### src/rtl/mmio_periph_hub.sv
// Memory-mapped I/O hub for the CPU data port: address decode to DRAM or peripherals,
// display/LED registers, a debounced switch input and a prescaled compare timer.
module mmio_periph_hub #(
    parameter logic [31:0] IO_BASE    = 32'hFFFF_F000,
    parameter logic [31:0] DRAM_BASE  = 32'h0000_4000,
    parameter int          DRAM_AW    = 14,
    parameter int          LED_W      = 24,
    parameter int          SW_W       = 24,
    parameter int          DEB_CYCLES = 16,
    parameter int          TMR_DIV    = 50000
) (
    input  logic               clk,
    input  logic               rst,
    input  logic [31:0]        addr,
    input  logic [31:0]        wdata,
    input  logic               mem_we,
    output logic [31:0]        rdata,
    input  logic [31:0]        dram_rdata,
    output logic [DRAM_AW-1:0] dram_addr,
    output logic               dram_we,
    output logic [31:0]        dram_wdata,
    input  logic [SW_W-1:0]    switch,
    output logic [LED_W-1:0]   led,
    output logic [31:0]        seg_data,
    output logic               irq
);

    localparam int DW = $clog2(DEB_CYCLES + 1);
    localparam int PW = (TMR_DIV > 1) ? $clog2(TMR_DIV) : 1;
    localparam logic [32:0]   DRAM_SIZE = 33'd4 << DRAM_AW;
    localparam logic [DW-1:0] DEB_MAX   = DW'(DEB_CYCLES);
    localparam logic [DW-1:0] DEB_LAST  = DW'(DEB_CYCLES - 1);
    localparam logic [PW-1:0] PRE_LAST  = PW'(TMR_DIV - 1);

    localparam logic [11:0] OFF_SEG    = 12'h000;
    localparam logic [11:0] OFF_LED    = 12'h060;
    localparam logic [11:0] OFF_SW     = 12'h070;
    localparam logic [11:0] OFF_SWSTAT = 12'h074;
    localparam logic [11:0] OFF_TCNT   = 12'h080;
    localparam logic [11:0] OFF_TCMP   = 12'h084;
    localparam logic [11:0] OFF_TCTRL  = 12'h088;

    logic [31:0]      seg_q, seg_d;
    logic [LED_W-1:0] led_q, led_d;
    logic [SW_W-1:0]  sw_meta_q, sw_meta_d, sw_s_q, sw_s_d, sw_stable_q, sw_stable_d;
    logic [DW-1:0]    deb_cnt_q, deb_cnt_d;
    logic             chg_q, chg_d;
    logic [31:0]      tcnt_q, tcnt_d, tcmp_q, tcmp_d;
    logic             en_q, en_d, ar_q, ar_d, ie_q, ie_d, match_q, match_d;
    logic [PW-1:0]    presc_q, presc_d;

    logic [31:0] dram_off;
    logic [11:0] off;
    logic        io_sel, dram_sel, io_we;
    logic        sw_accept, tick, match_hit;

    always_comb begin
        dram_off   = addr - DRAM_BASE;
        off        = addr[11:0];
        io_sel     = (addr[31:12] == IO_BASE[31:12]);
        // Unsigned offset compare also rejects addresses below DRAM_BASE (they wrap high).
        dram_sel   = ({1'b0, dram_off} < DRAM_SIZE);
        io_we      = mem_we & io_sel;
        dram_we    = mem_we & dram_sel & ~io_sel;
        dram_addr  = dram_off[DRAM_AW+1:2];
        dram_wdata = wdata;
        rdata      = 32'd0;
        if (io_sel) begin
            case (off)
                OFF_SEG:    rdata = seg_q;
                OFF_LED:    rdata = 32'(led_q);
                OFF_SW:     rdata = 32'(sw_stable_q);
                OFF_SWSTAT: rdata = {31'd0, chg_q};
                OFF_TCNT:   rdata = tcnt_q;
                OFF_TCMP:   rdata = tcmp_q;
                OFF_TCTRL:  rdata = {23'd0, match_q, 5'd0, ie_q, ar_q, en_q};
                default:    rdata = 32'd0;
            endcase
        end else if (dram_sel) begin
            rdata = dram_rdata;
        end
    end

    always_comb begin
        seg_d       = seg_q;
        led_d       = led_q;
        sw_meta_d   = switch;
        sw_s_d      = sw_meta_q;
        sw_stable_d = sw_stable_q;
        deb_cnt_d   = deb_cnt_q;
        chg_d       = chg_q;
        tcnt_d      = tcnt_q;
        tcmp_d      = tcmp_q;
        en_d        = en_q;
        ar_d        = ar_q;
        ie_d        = ie_q;
        match_d     = match_q;
        presc_d     = presc_q;

        if (io_we && off == OFF_SEG) seg_d = wdata;
        if (io_we && off == OFF_LED) led_d = wdata[LED_W-1:0];

        // deb_cnt restarts on the edge where sw_s takes a new value.
        if (sw_meta_q != sw_s_q) begin
            deb_cnt_d = '0;
        end else if (deb_cnt_q != DEB_MAX) begin
            deb_cnt_d = deb_cnt_q + DW'(1);
        end
        sw_accept = (deb_cnt_q == DEB_LAST) && (sw_s_q != sw_stable_q);
        if (sw_accept) begin
            sw_stable_d = sw_s_q;
            chg_d       = 1'b1;
        end else if (io_we && off == OFF_SWSTAT && wdata[0]) begin
            chg_d = 1'b0;
        end

        tick      = en_q && (presc_q == PRE_LAST);
        match_hit = tick && (tcnt_q == tcmp_q);
        if (tick) begin
            presc_d = '0;
            if (match_hit) begin
                tcnt_d = ar_q ? 32'd0 : tcnt_q;
            end else begin
                tcnt_d = tcnt_q + 32'd1;
            end
        end else if (en_q) begin
            presc_d = presc_q + PW'(1);
        end
        if (io_we && off == OFF_TCNT) tcnt_d = wdata;
        if (io_we && off == OFF_TCMP) tcmp_d = wdata;
        if (io_we && off == OFF_TCTRL) begin
            en_d = wdata[0];
            ar_d = wdata[1];
            ie_d = wdata[2];
            if (wdata[8]) match_d = 1'b0;
        end
        if (match_hit) match_d = 1'b1;
        if (!en_d) presc_d = '0;
    end

    always_ff @(posedge clk) begin
        if (rst) begin
            seg_q       <= '0;
            led_q       <= '0;
            sw_meta_q   <= '0;
            sw_s_q      <= '0;
            sw_stable_q <= '0;
            deb_cnt_q   <= '0;
            chg_q       <= 1'b0;
            tcnt_q      <= '0;
            tcmp_q      <= '0;
            en_q        <= 1'b0;
            ar_q        <= 1'b0;
            ie_q        <= 1'b0;
            match_q     <= 1'b0;
            presc_q     <= '0;
        end else begin
            seg_q       <= seg_d;
            led_q       <= led_d;
            sw_meta_q   <= sw_meta_d;
            sw_s_q      <= sw_s_d;
            sw_stable_q <= sw_stable_d;
            deb_cnt_q   <= deb_cnt_d;
            chg_q       <= chg_d;
            tcnt_q      <= tcnt_d;
            tcmp_q      <= tcmp_d;
            en_q        <= en_d;
            ar_q        <= ar_d;
            ie_q        <= ie_d;
            match_q     <= match_d;
            presc_q     <= presc_d;
        end
    end

    assign seg_data = seg_q;
    assign led      = led_q;
    assign irq      = match_q & ie_q;

endmodule

### config.mk
export PLATFORM = sky130hd
export DESIGN_NAME = mmio_periph_hub
export DESIGN_NICKNAME = d
export VERILOG_FILES = /design/src/rtl/mmio_periph_hub.sv
export SDC_FILE = /design/constraint.sdc
export NUM_CORES = 1
export LEC_CHECK = 0
export ABC_AREA = 1
export CORE_UTILIZATION = 36
export DETAILED_ROUTE_END_ITERATION = 6
export HOLD_SLACK_MARGIN = 0.08
export PLACE_DENSITY = 0.56
export SYNTH_ARGS = -nofsm -noshare
export SYNTH_HDL_FRONTEND = slang
export SYNTH_SLANG_ARGS = --single-unit
### constraint.sdc
create_clock -name clk -period 3.4 [get_ports clk]
set_clock_uncertainty 0.1 [all_clocks]
set_input_delay 0.68 -clock clk [delete_from_list [all_inputs] [get_ports clk]]
set_output_delay 0.68 -clock clk [all_outputs]
set_load 0.02 [all_outputs]
==> run_results.csv, run 1 <==
group,metric,value,unit
global_routing,overflow,0,
critical_path,cpLargestDelayFamily,"buffers and inverters",
sta,period_needed,3.34,ns
synth,syn-num-nets,1955,
cts,cts_tree,"done",
cts,clock_sinks,218,
detailed_routing,ant_nets,0,
critical_path,critical_path_buf_inv_count,6,
cells_and_area,design_area,16900,sq um
cts,clkLatencyLatePin,0.54,ns
placed_design,routabilityCongestion,0.993,
sta,hold_slack,0.333,ns
sta,slew_violations,0,
cells_and_area,regArea,4360,sq um
cts,clk_pin_slew,0.06,ns
sta,fmax,0.299,GHz
cts,root_buffer,"clkbuf_16",
sta,finalSetupViolCount,0,
sta,relSlewSlack,42.3,%
detailed_routing,vias_per_cell,5.01,
critical_path,critPathLaunchType,"input pin",
sta,fin_tns_setup,0,ns
synth,postSynthAreaPerCell,6.82,sq um
power_and_ir_drop,leakage,6.87,nW
cells_and_area,syn_to_final_growth,36.0,%
synth,yosysTopAreaCellShare,35.1,%
run_status,status,"finished, final reports clean",
floorplanning,die_w,188,um
cells_and_area,fin_util,50.1,%
floorplanning,start_util,36.8,%
detailed_routing,drc,0,
sta,period_share,98.2,%
global_routing,first_global_vias,12000,
critical_path,cp_slowest_cell,"clkdlybuf4s50_1",
floorplanning,fp-row-count,67,
synth,ys.flop_type,"dfxtp_1",
global_routing,grt_max_degree,70,
floorplanning,pin_count,259,
critical_path,crit_fanout,5,
sta,tightest_slew,0.864,ns
cts,clk_path_buf_depth,3,
critical_path,crit_chain,"clkdlybuf4s50_1, inv_1, nor3_4, nand3_2, nor2_4, inv_2, nor2_4, buf_12, clkbuf_16, o31ai_1, nand2_1, buf_4",
global_routing,grt.total_usage,25.6,%
hold_path,min_path_type,"reg -> reg",
synth,synth_edf_count,0,
critical_path,critPathArrivalTime,2.56,ns
detailed_routing,finalWirelength,46800,um
cells_and_area,final_nets,2226,
global_routing,grt_pass1_wl,70200,um
flow_run,cap_violations,0,
critical_path,critical-path-max-stage-delay,0.49,ns
cells_and_area,drive_above_1_share,14.7,%
cells_and_area,antenna_cells,0,
placed_design,place_area,15700,sq um
cts,cts_hold_buf,0,
synth,synth_common_cells,"nand2_1 (318), nor2_1 (261), inv_1 (229), dfxtp_1 (218), o21ai_0 (119)",
detailed_routing,routedWlPerCell,18.3,um
cells_and_area,n_fill_cell,3391,
critical_path,crit_required,2.62,ns
critical_path,crit_type,"in -> out",
critical_path,cp-end-kind,"primary output",
synth,yosys.area.top_type,"dfxtp_1",
floorplanning,core,33800,sq um
synth,synth_cell_type_count,44,
placed_design,dpl.hpwl,35100,um
synth,synth.most_common_cell,"nand2_1",
cells_and_area,multi_input_area,6670,sq um
synth,synth_cells,1825,
sta,postLayoutSetupSlackWorst,0.0601,ns
sta,hold_viol,0,
cts,h-tree-depth,1,
placed_design,dp_cells,2498,
placed_design,dp_slack,-0.665,ns
power_and_ir_drop,powerDensity,345,nW/um^2
floorplanning,dieArea,35300,sq um
detailed_routing,drtIter0Drc,968,
cts,cts_made_buffers,25,
synth,yosysWarningCount,0,
global_routing,antenna_found_initial,1,
synth,synth_seq_cells,218,
cells_and_area,fin_cells,2560,
power_and_ir_drop,power,5.83,mW
detailed_routing,vias,12800,
synth,ys_top_cells_by_area,"dfxtp_1 (35%), nand2_1 (9.6%), nor2_1 (7.9%)",
floorplanning,die_h,188,um
synth,synth.cell_area,12400,sq um
synth,ys_async_sr_fraction,0,%
detailed_routing,first_pass_iters,5,
power_and_ir_drop,irDropWorstVdd,0.000334,V
critical_path,timing.critical_path.mode_cell,"nor2_4",
synth,seq_area_frac_synth,35.1,%
placed_design,io_buffers,258,
==> logic make-up after synthesis <==
kind of cell,Yosys count,synth area share (%)
simple gates,777,28.4
buf+inv,375,13.4
compound gates,357,16.0
flops,218,35.1
xor+xnor,91,6.41
fa+ha+maj,7,0.704
==> layer usage <==
metal,vias up,share of wire [%],global-route usage [%]
met5,-,0,0
met4,0,2.7,6.25
met3,69,6.7,3.86
met2,402,45,41.4
met1,5997,46,35.5
li1,6357,-,-
==> cells in the final DEF, fill, tap and decap left out, types with 24 or more instances in the layout <==
cell type        count
a21oi_1            115
buf_4              104
clkbuf_16           29
clkdlybuf4s50_1    195
dfxtp_1            218
inv_1              220
inv_2               27
nand2_1            309
nand3_1             51
nand3b_1            32
nor2_1             255
o21ai_0            112
o21ai_1             29
o21bai_1            24
o22ai_1             39
xnor2_1             51
xor2_1              40
==> worst reg2reg max path: stages, from the launching register on <==
cell and delay, ns:
dfxtp_1 0.37, inv_2 0.15, nand2_1 0.07, nand2_1 0.14
nand2_1 0.07, nor2_1 0.17, nand2_1 0.18, nor2_4 0.21
nand3_4 0.12, nand2_4 0.21, nand2_4 0.27, o21ai_1 0.21
nor2_1 0.06
==> registers in the layout, summed over array words and instances, names as in the netlist, 5 cells and up <==
signal       flops
led             24
sw_s_q          24
tcmp_q          32
presc_q         16
sw_meta_q       24
tcnt_q          32
deb_cnt_q        5
seg_data        32
sw_stable_q     24
==> worst paths after layout <==
path / start / endpoint / slack (ns) / cells after the start
worst max register to register: tcnt_q[12] / tcnt_q[25] / 0.97 / 12
worst max-delay path: addr[30] / rdata[10] / 0.06 / 12
worst min register to register: sw_meta_q[14] / sw_s_q[14] / 0.33 / 2
worst min-delay path: sw_meta_q[14] / sw_s_q[14] / 0.33 / 2
==> where the power goes <==
group	total [mW]	internal, mW	switching, mW
logic	0.545	0.271	0.274
clock network	2.68	1.59	1.09
registers	2.60	2.58	0.0208
==> area by class of cell <==
type                    count  area share (%)
clock buffers              37            4.44
flip-flops and latches    218            25.8
multi-input cells        1232            39.4
inverters                 249            5.53
clock inverters             6           0.348
well taps                 448            3.31
repair buffers            370            21.1
==> repair_timing <==
action,CTS,global route
gates resized for setup,203,82
cloned,1,4
endpoints found under the hold margin,0,0
pin swaps,22,27
setup buffers,8,7
setup endpoints to repair,33,33
Note: power is estimated with default switching activity, not from simulation.
==> run 2, diff against run 1 <==
--- a/config.mk
+++ b/config.mk
@@ -6,6 +6,7 @@
 export NUM_CORES = 1
 export LEC_CHECK = 0
 export ABC_AREA = 1
+export CORE_MARGIN = 2
 export CORE_UTILIZATION = 36
 export DETAILED_ROUTE_END_ITERATION = 6
 export HOLD_SLACK_MARGIN = 0.08
==> run 2 against run 1 <==
Compared with the run above:
- final cell count up 0.78%
- non-clock buffer count rose by 8
- clock power is 12% higher
- sequential share of layout area is 0.55 points lower
- critical path type unchanged
- critical endpoint is now rdata[17]
==> run_results.csv, run 2 (synthesis results as in run 1) <==
group,metric,value,unit
cells_and_area,antenna_cells,0,
floorplanning,core,34300,sq um
detailed_routing,first_pass_iters,5,
cells_and_area,fin_util,50.4,%
critical_path,cp_slowest_cell,"buf_4",
power_and_ir_drop,irDropWorstVdd,0.000303,V
cells_and_area,n_fill_cell,3393,
critical_path,critPathLaunchType,"input pin",
cts,clkLatencyLatePin,0.54,ns
sta,finalSetupViolCount,0,
global_routing,grt_max_degree,65,
critical_path,reg2reg_from,"tcnt_q[0]",
critical_path,reg2reg_slack,1.03,ns
global_routing,grt.total_usage,25.6,%
placed_design,dp_cells,2515,
placed_design,routabilityCongestion,0.987,
critical_path,critPathArrivalTime,2.53,ns
cts,cts_tree,"done",
critical_path,timing.critical_path.mode_cell,"buf_6",
floorplanning,die_w,190,um
sta,slew_violations,0,
cells_and_area,regArea,4360,sq um
power_and_ir_drop,leakage,6.85,nW
detailed_routing,vias,12900,
cts,clk_path_buf_depth,3,
global_routing,antenna_found_initial,2,
sta,relSlewSlack,45.4,%
power_and_ir_drop,powerDensity,356,nW/um^2
critical_path,crit_chain,"clkbuf_2, inv_4, ha_4, nand2_2, nor2_2, nand4_1, buf_4, nor3_2, nor3_2, nor2_4, buf_6, buf_12, buf_6, nand3b_1, nand2_1, buf_6",
cells_and_area,fin_cells,2580,
floorplanning,start_util,36.3,%
cells_and_area,drive_above_1_share,16.1,%
detailed_routing,ant_nets,0,
sta,hold_viol,0,
floorplanning,dieArea,36100,sq um
critical_path,crit_type,"in -> out",
global_routing,overflow,0,
flow_run,cap_violations,0,
floorplanning,pin_count,259,
cells_and_area,multi_input_area,6730,sq um
cells_and_area,final_nets,2235,
cts,h-tree-depth,1,
sta,fmax,0.302,GHz
placed_design,dpl.hpwl,35300,um
hold_path,hold_path_depth,2,
cts,clock_sinks,218,
critical_path,cp-end-kind,"primary output",
detailed_routing,drc,0,
critical_path,crit_required,2.62,ns
cts,root_buffer,"clkbuf_16",
global_routing,grt_pass1_wl,71000,um
cts,cts_hold_buf,0,
global_routing,first_global_vias,12000,
detailed_routing,finalWirelength,47200,um
sta,tightest_slew,0.818,ns
floorplanning,die_h,190,um
hold_path,min_path_type,"reg -> reg",
power_and_ir_drop,power,6.15,mW
critical_path,worstRegToRegCells,12,
critical_path,critical-path-max-stage-delay,0.17,ns
sta,period_share,97.3,%
sta,period_needed,3.31,ns
detailed_routing,vias_per_cell,5.00,
hold_path,hp-start,"sw_meta_q[20]",
detailed_routing,routedWlPerCell,18.3,um
cells_and_area,most-common-layout-cells,"nand2_1 (305), nor2_1 (253), inv_1 (218), dfxtp_1 (218), clkdlybuf4s50_1 (195)",
placed_design,io_buffers,258,
sta,fin_tns_setup,0,ns
cells_and_area,final_common_cell,"nand2_1",
run_status,status,"finished, final reports clean",
critical_path,crit_fanout,5,
cts,cts_made_buffers,26,
cells_and_area,syn_to_final_growth,38.9,%
critical_path,cp-startpoint,"addr[14]",
cts,clk_pin_slew,0.06,ns
detailed_routing,drtIter0Drc,981,
floorplanning,fp-row-count,68,
==> run 2: cell count changes in the layout (fill, tap and decap cells not counted), sizes merged <==
| cell | before | now |
|---|---|---|
| bufbuf | 0 | 1 |
| dlygate4sd2 | 5 | 13 |
| clkinvlp | 0 | 2 |
| clkbuf | 48 | 47 |
| buf | 143 | 153 |
| dlymetal6s2s | 14 | 5 |
| clkinv | 6 | 7 |
| bufinv | 1 | 4 |
| inv | 248 | 247 |
| clkdlybuf4s15 | 2 | 1 |
==> run 2: area by class of cell <==
cell class / count / area share, %
Tap cell: 455 / 3.29
Inverter: 249 / 5.47
Clock buffer: 37 / 4.35
Clock inverter: 11 / 0.999
Sequential cell: 218 / 25.3
Timing Repair Buffer: 378 / 21.7
Multi-Input combinational cell: 1232 / 38.9
==> run 2: path summary, 6_finish.rpt <==
path	end
worst min register to register	sw_s_q[20]
worst max-delay path	rdata[17]
worst min-delay path	sw_s_q[20]
worst max register to register	tcnt_q[24]
==> run 2: metal layers <==
| layer | vias to the layer above | track usage, % | part of all wire, % |
|---|---|---|---|
| met1 | 6041 | 35.8 | 46 |
| met4 | 0 | 8.20 | 3.2 |
| met5 | - | 0 | 0 |
| li1 | 6366 | - | - |
| met3 | 80 | 3.63 | 5.9 |
| met2 | 401 | 40.5 | 45 |
==> run 2: where the power goes <==
| group | switching (mW) | internal [mW] | leakage (nW) |
|---|---|---|---|
| registers | 0.0217 | 2.58 | 1.77 |
| clock network | 1.15 | 1.84 | 0.453 |
| logic | 0.280 | 0.270 | 4.63 |
==> run 2: worst max-delay path, delay by kind of cell <==
kind | cells | cell delay (ns)
buffers and inverters | 7 | 0.87
and+or+nand+nor | 8 | 0.84
adders and majority gates | 1 | 0.14
==> run 2: timing repair <==
item / in CTS / in global routing
pin swaps: 26 / 45
cloned: 5 / 0
gates resized for setup: 251 / 84
endpoints found under the setup margin: 33 / 33
buffers inserted: 16 / 2
==> run 2: per-stage QoR <==
step                      hold WS [ns]  worst slack (ns)  cell area (sq um)
final                            0.333            0.0919              17300
after global routing             0.346           -0.0113              17300
after CTS                        0.336           -0.0483              17100
after detailed placement         0.329            -0.659              15800
after global placement           0.325            -0.641              15800
after floorplan                  0.315             0.319              12400
==> run 3, diff against run 2 <==
--- a/config.mk
+++ b/config.mk
@@ -11,6 +11,7 @@
 export DETAILED_ROUTE_END_ITERATION = 6
 export HOLD_SLACK_MARGIN = 0.08
 export PLACE_DENSITY = 0.56
+export SKIP_LAST_GASP = 1
 export SYNTH_ARGS = -nofsm -noshare
 export SYNTH_HDL_FRONTEND = slang
 export SYNTH_SLANG_ARGS = --single-unit
==> run 3 against run 2 <==
Compared with the run above:
- routed wire length about the same
- final cell count did not move
- clock-buffer cell count did not move
- core utilization about the same
- critical path type unchanged
- first-iteration DRC count down 6.1%
- register-to-register slack worse by 0.02 ns
==> run_results.csv, run 3 (synthesis results as in run 1) <==
group,metric,value,unit
run_status,status,"finished, final reports clean",
cells_and_area,final_nets,2235,
sta,relSlewSlack,46.0,%
sta,period_share,97.9,%
critical_path,endpoint,"rdata[17]",
placed_design,routabilityCongestion,0.987,
cts,cts_tree,"done",
critical_path,reg2reg_from,"tcnt_q[0]",
floorplanning,core,34300,sq um
placed_design,place_area,15800,sq um
cts,h-tree-depth,1,
global_routing,overflow,0,
cts,clk_path_buf_depth,3,
floorplanning,start_util,36.3,%
critical_path,cp-startpoint,"addr[22]",
placed_design,dpl.hpwl,35300,um
sta,period_needed,3.33,ns
cts,clk_pin_slew,0.06,ns
global_routing,grt_max_degree,65,
floorplanning,die_h,190,um
sta,slew_violations,0,
placed_design,dp_cells,2515,
critical_path,crit_type,"in -> out",
global_routing,grt.total_usage,25.6,%
critical_path,cp-end-kind,"primary output",
cts,cts_made_buffers,26,
cells_and_area,antenna_cells,0,
power_and_ir_drop,power,6.16,mW
placed_design,dp_slack,-0.659,ns
power_and_ir_drop,leakage,6.86,nW
cells_and_area,most-common-layout-cells,"nand2_1 (307), nor2_1 (253), dfxtp_1 (218), inv_1 (217), clkdlybuf4s50_1 (195)",
hold_path,min_path_type,"reg -> reg",
sta,finalSetupViolCount,0,
cells_and_area,n_fill_cell,3391,
sta,fmax,0.300,GHz
critical_path,crit_required,2.62,ns
sta,postLayoutSetupSlackWorst,0.0718,ns
critical_path,critPathArrivalTime,2.55,ns
detailed_routing,vias_per_cell,4.97,
flow_run,cap_violations,0,
detailed_routing,drtIter0Drc,921,
cells_and_area,syn_to_final_growth,38.8,%
detailed_routing,finalWirelength,47100,um
sta,tightest_slew,0.809,ns
critical_path,crit_fanout,18,
global_routing,antenna_found_initial,2,
cells_and_area,final_common_cell,"nand2_1",
placed_design,io_buffers,258,
sta,hold_viol,0,
cts,clock_sinks,218,
floorplanning,pin_count,259,
critical_path,reg2reg_slack,1.01,ns
detailed_routing,vias,12800,
critical_path,r2r_end,"tcnt_q[24]",
cells_and_area,fin_util,50.4,%
floorplanning,fp-row-count,68,
hold_path,hp-start,"sw_meta_q[20]",
detailed_routing,ant_nets,0,
detailed_routing,drc,0,
cells_and_area,drive_above_1_share,15.9,%
global_routing,first_global_vias,12000,
global_routing,grt_pass1_wl,71100,um
cts,clkLatencyLatePin,0.54,ns
power_and_ir_drop,irDropWorstVdd,0.000303,V
cts,root_buffer,"clkbuf_16",
detailed_routing,first_pass_iters,5,
cells_and_area,design_area,17300,sq um
critical_path,critPathLaunchType,"input pin",
detailed_routing,routedWlPerCell,18.3,um
cells_and_area,fin_cells,2580,
critical_path,worstRegToRegCells,12,
power_and_ir_drop,powerDensity,357,nW/um^2
floorplanning,die_w,190,um
floorplanning,dieArea,36100,sq um
==> run 3: cell count changes in the layout (fill, tap and decap cells not counted), sizes merged <==
cell / before / now
clkbuf: 47 / 45
dlymetal6s2s: 5 / 6
dlygate4sd2: 13 / 14
buf: 153 / 154
bufbuf: 1 / 0
==> run 3: timing repair <==
action,in CTS,in global routing
hold buffers,0,0
resized for setup,239,90
cloned,5,0
pin swaps,25,44
buffers inserted,16,3
setup endpoints to repair,33,33
==> run 3: critical path: stages <==
cell	delay [ns]
dlygate4sd2_1	0.26
buf_4	0.17
nor3_4	0.17
nand3_1	0.14
buf_4	0.15
buf_4	0.12
o21ai_2	0.21
buf_12	0.21
buf_4	0.14
nand3b_1	0.07
nand2_1	0.09
buf_6	0.13
==> run 3: worst min path at each step <==
| stage | endpoint | slack, ns | cells after the start |
|---|---|---|---|
| after detailed placement | sw_s_q[18] | 0.33 | 2 |
| after global placement | sw_s_q[2] | 0.32 | 2 |
| after CTS | sw_s_q[20] | 0.34 | 2 |
| after global routing | sw_s_q[6] | 0.35 | 2 |
| after floorplan | sw_s_q[2] | 0.31 | 2 |
| final | sw_s_q[20] | 0.33 | 2 |
==> run 3: layout make-up <==
| cell class | count | area [sq um] | area share [%] |
|---|---|---|---|
| Clock buffer | 37 | 752 | 4.35 |
| Clock inverter | 11 | 173 | 1.00 |
| Inverter | 249 | 943 | 5.46 |
| Multi-Input combinational cell | 1232 | 6720 | 38.9 |
| Sequential cell | 218 | 4360 | 25.3 |
| Tap cell | 455 | 569 | 3.30 |
| Timing Repair Buffer | 378 | 3750 | 21.7 |
==> run 3: through the flow <==
step	TNS, ns	hold WS, ns
6_report	0	0.333
5_1_grt	-0.525	0.346
4_1_cts	-0.186	0.336
3_5_place_dp	-19.45	0.329
3_3_place_gp	-18.65	0.325
2_1_floorplan	0	0.315
==> run 3: where the power goes <==
part	switching, mW	internal [mW]
logic	0.281	0.271
registers	0.0217	2.58
clock network	1.16	1.84
==> run 3: metal layers <==
metal	vias to the layer above	global-route usage (%)	share of wire, %	wire [um]
li1	6375	-	-	-
met4	0	8.20	3.2	1490
met5	-	0	0	0
met3	81	3.63	5.7	2700
met2	377	40.5	45	21300
met1	5997	35.9	46	21700
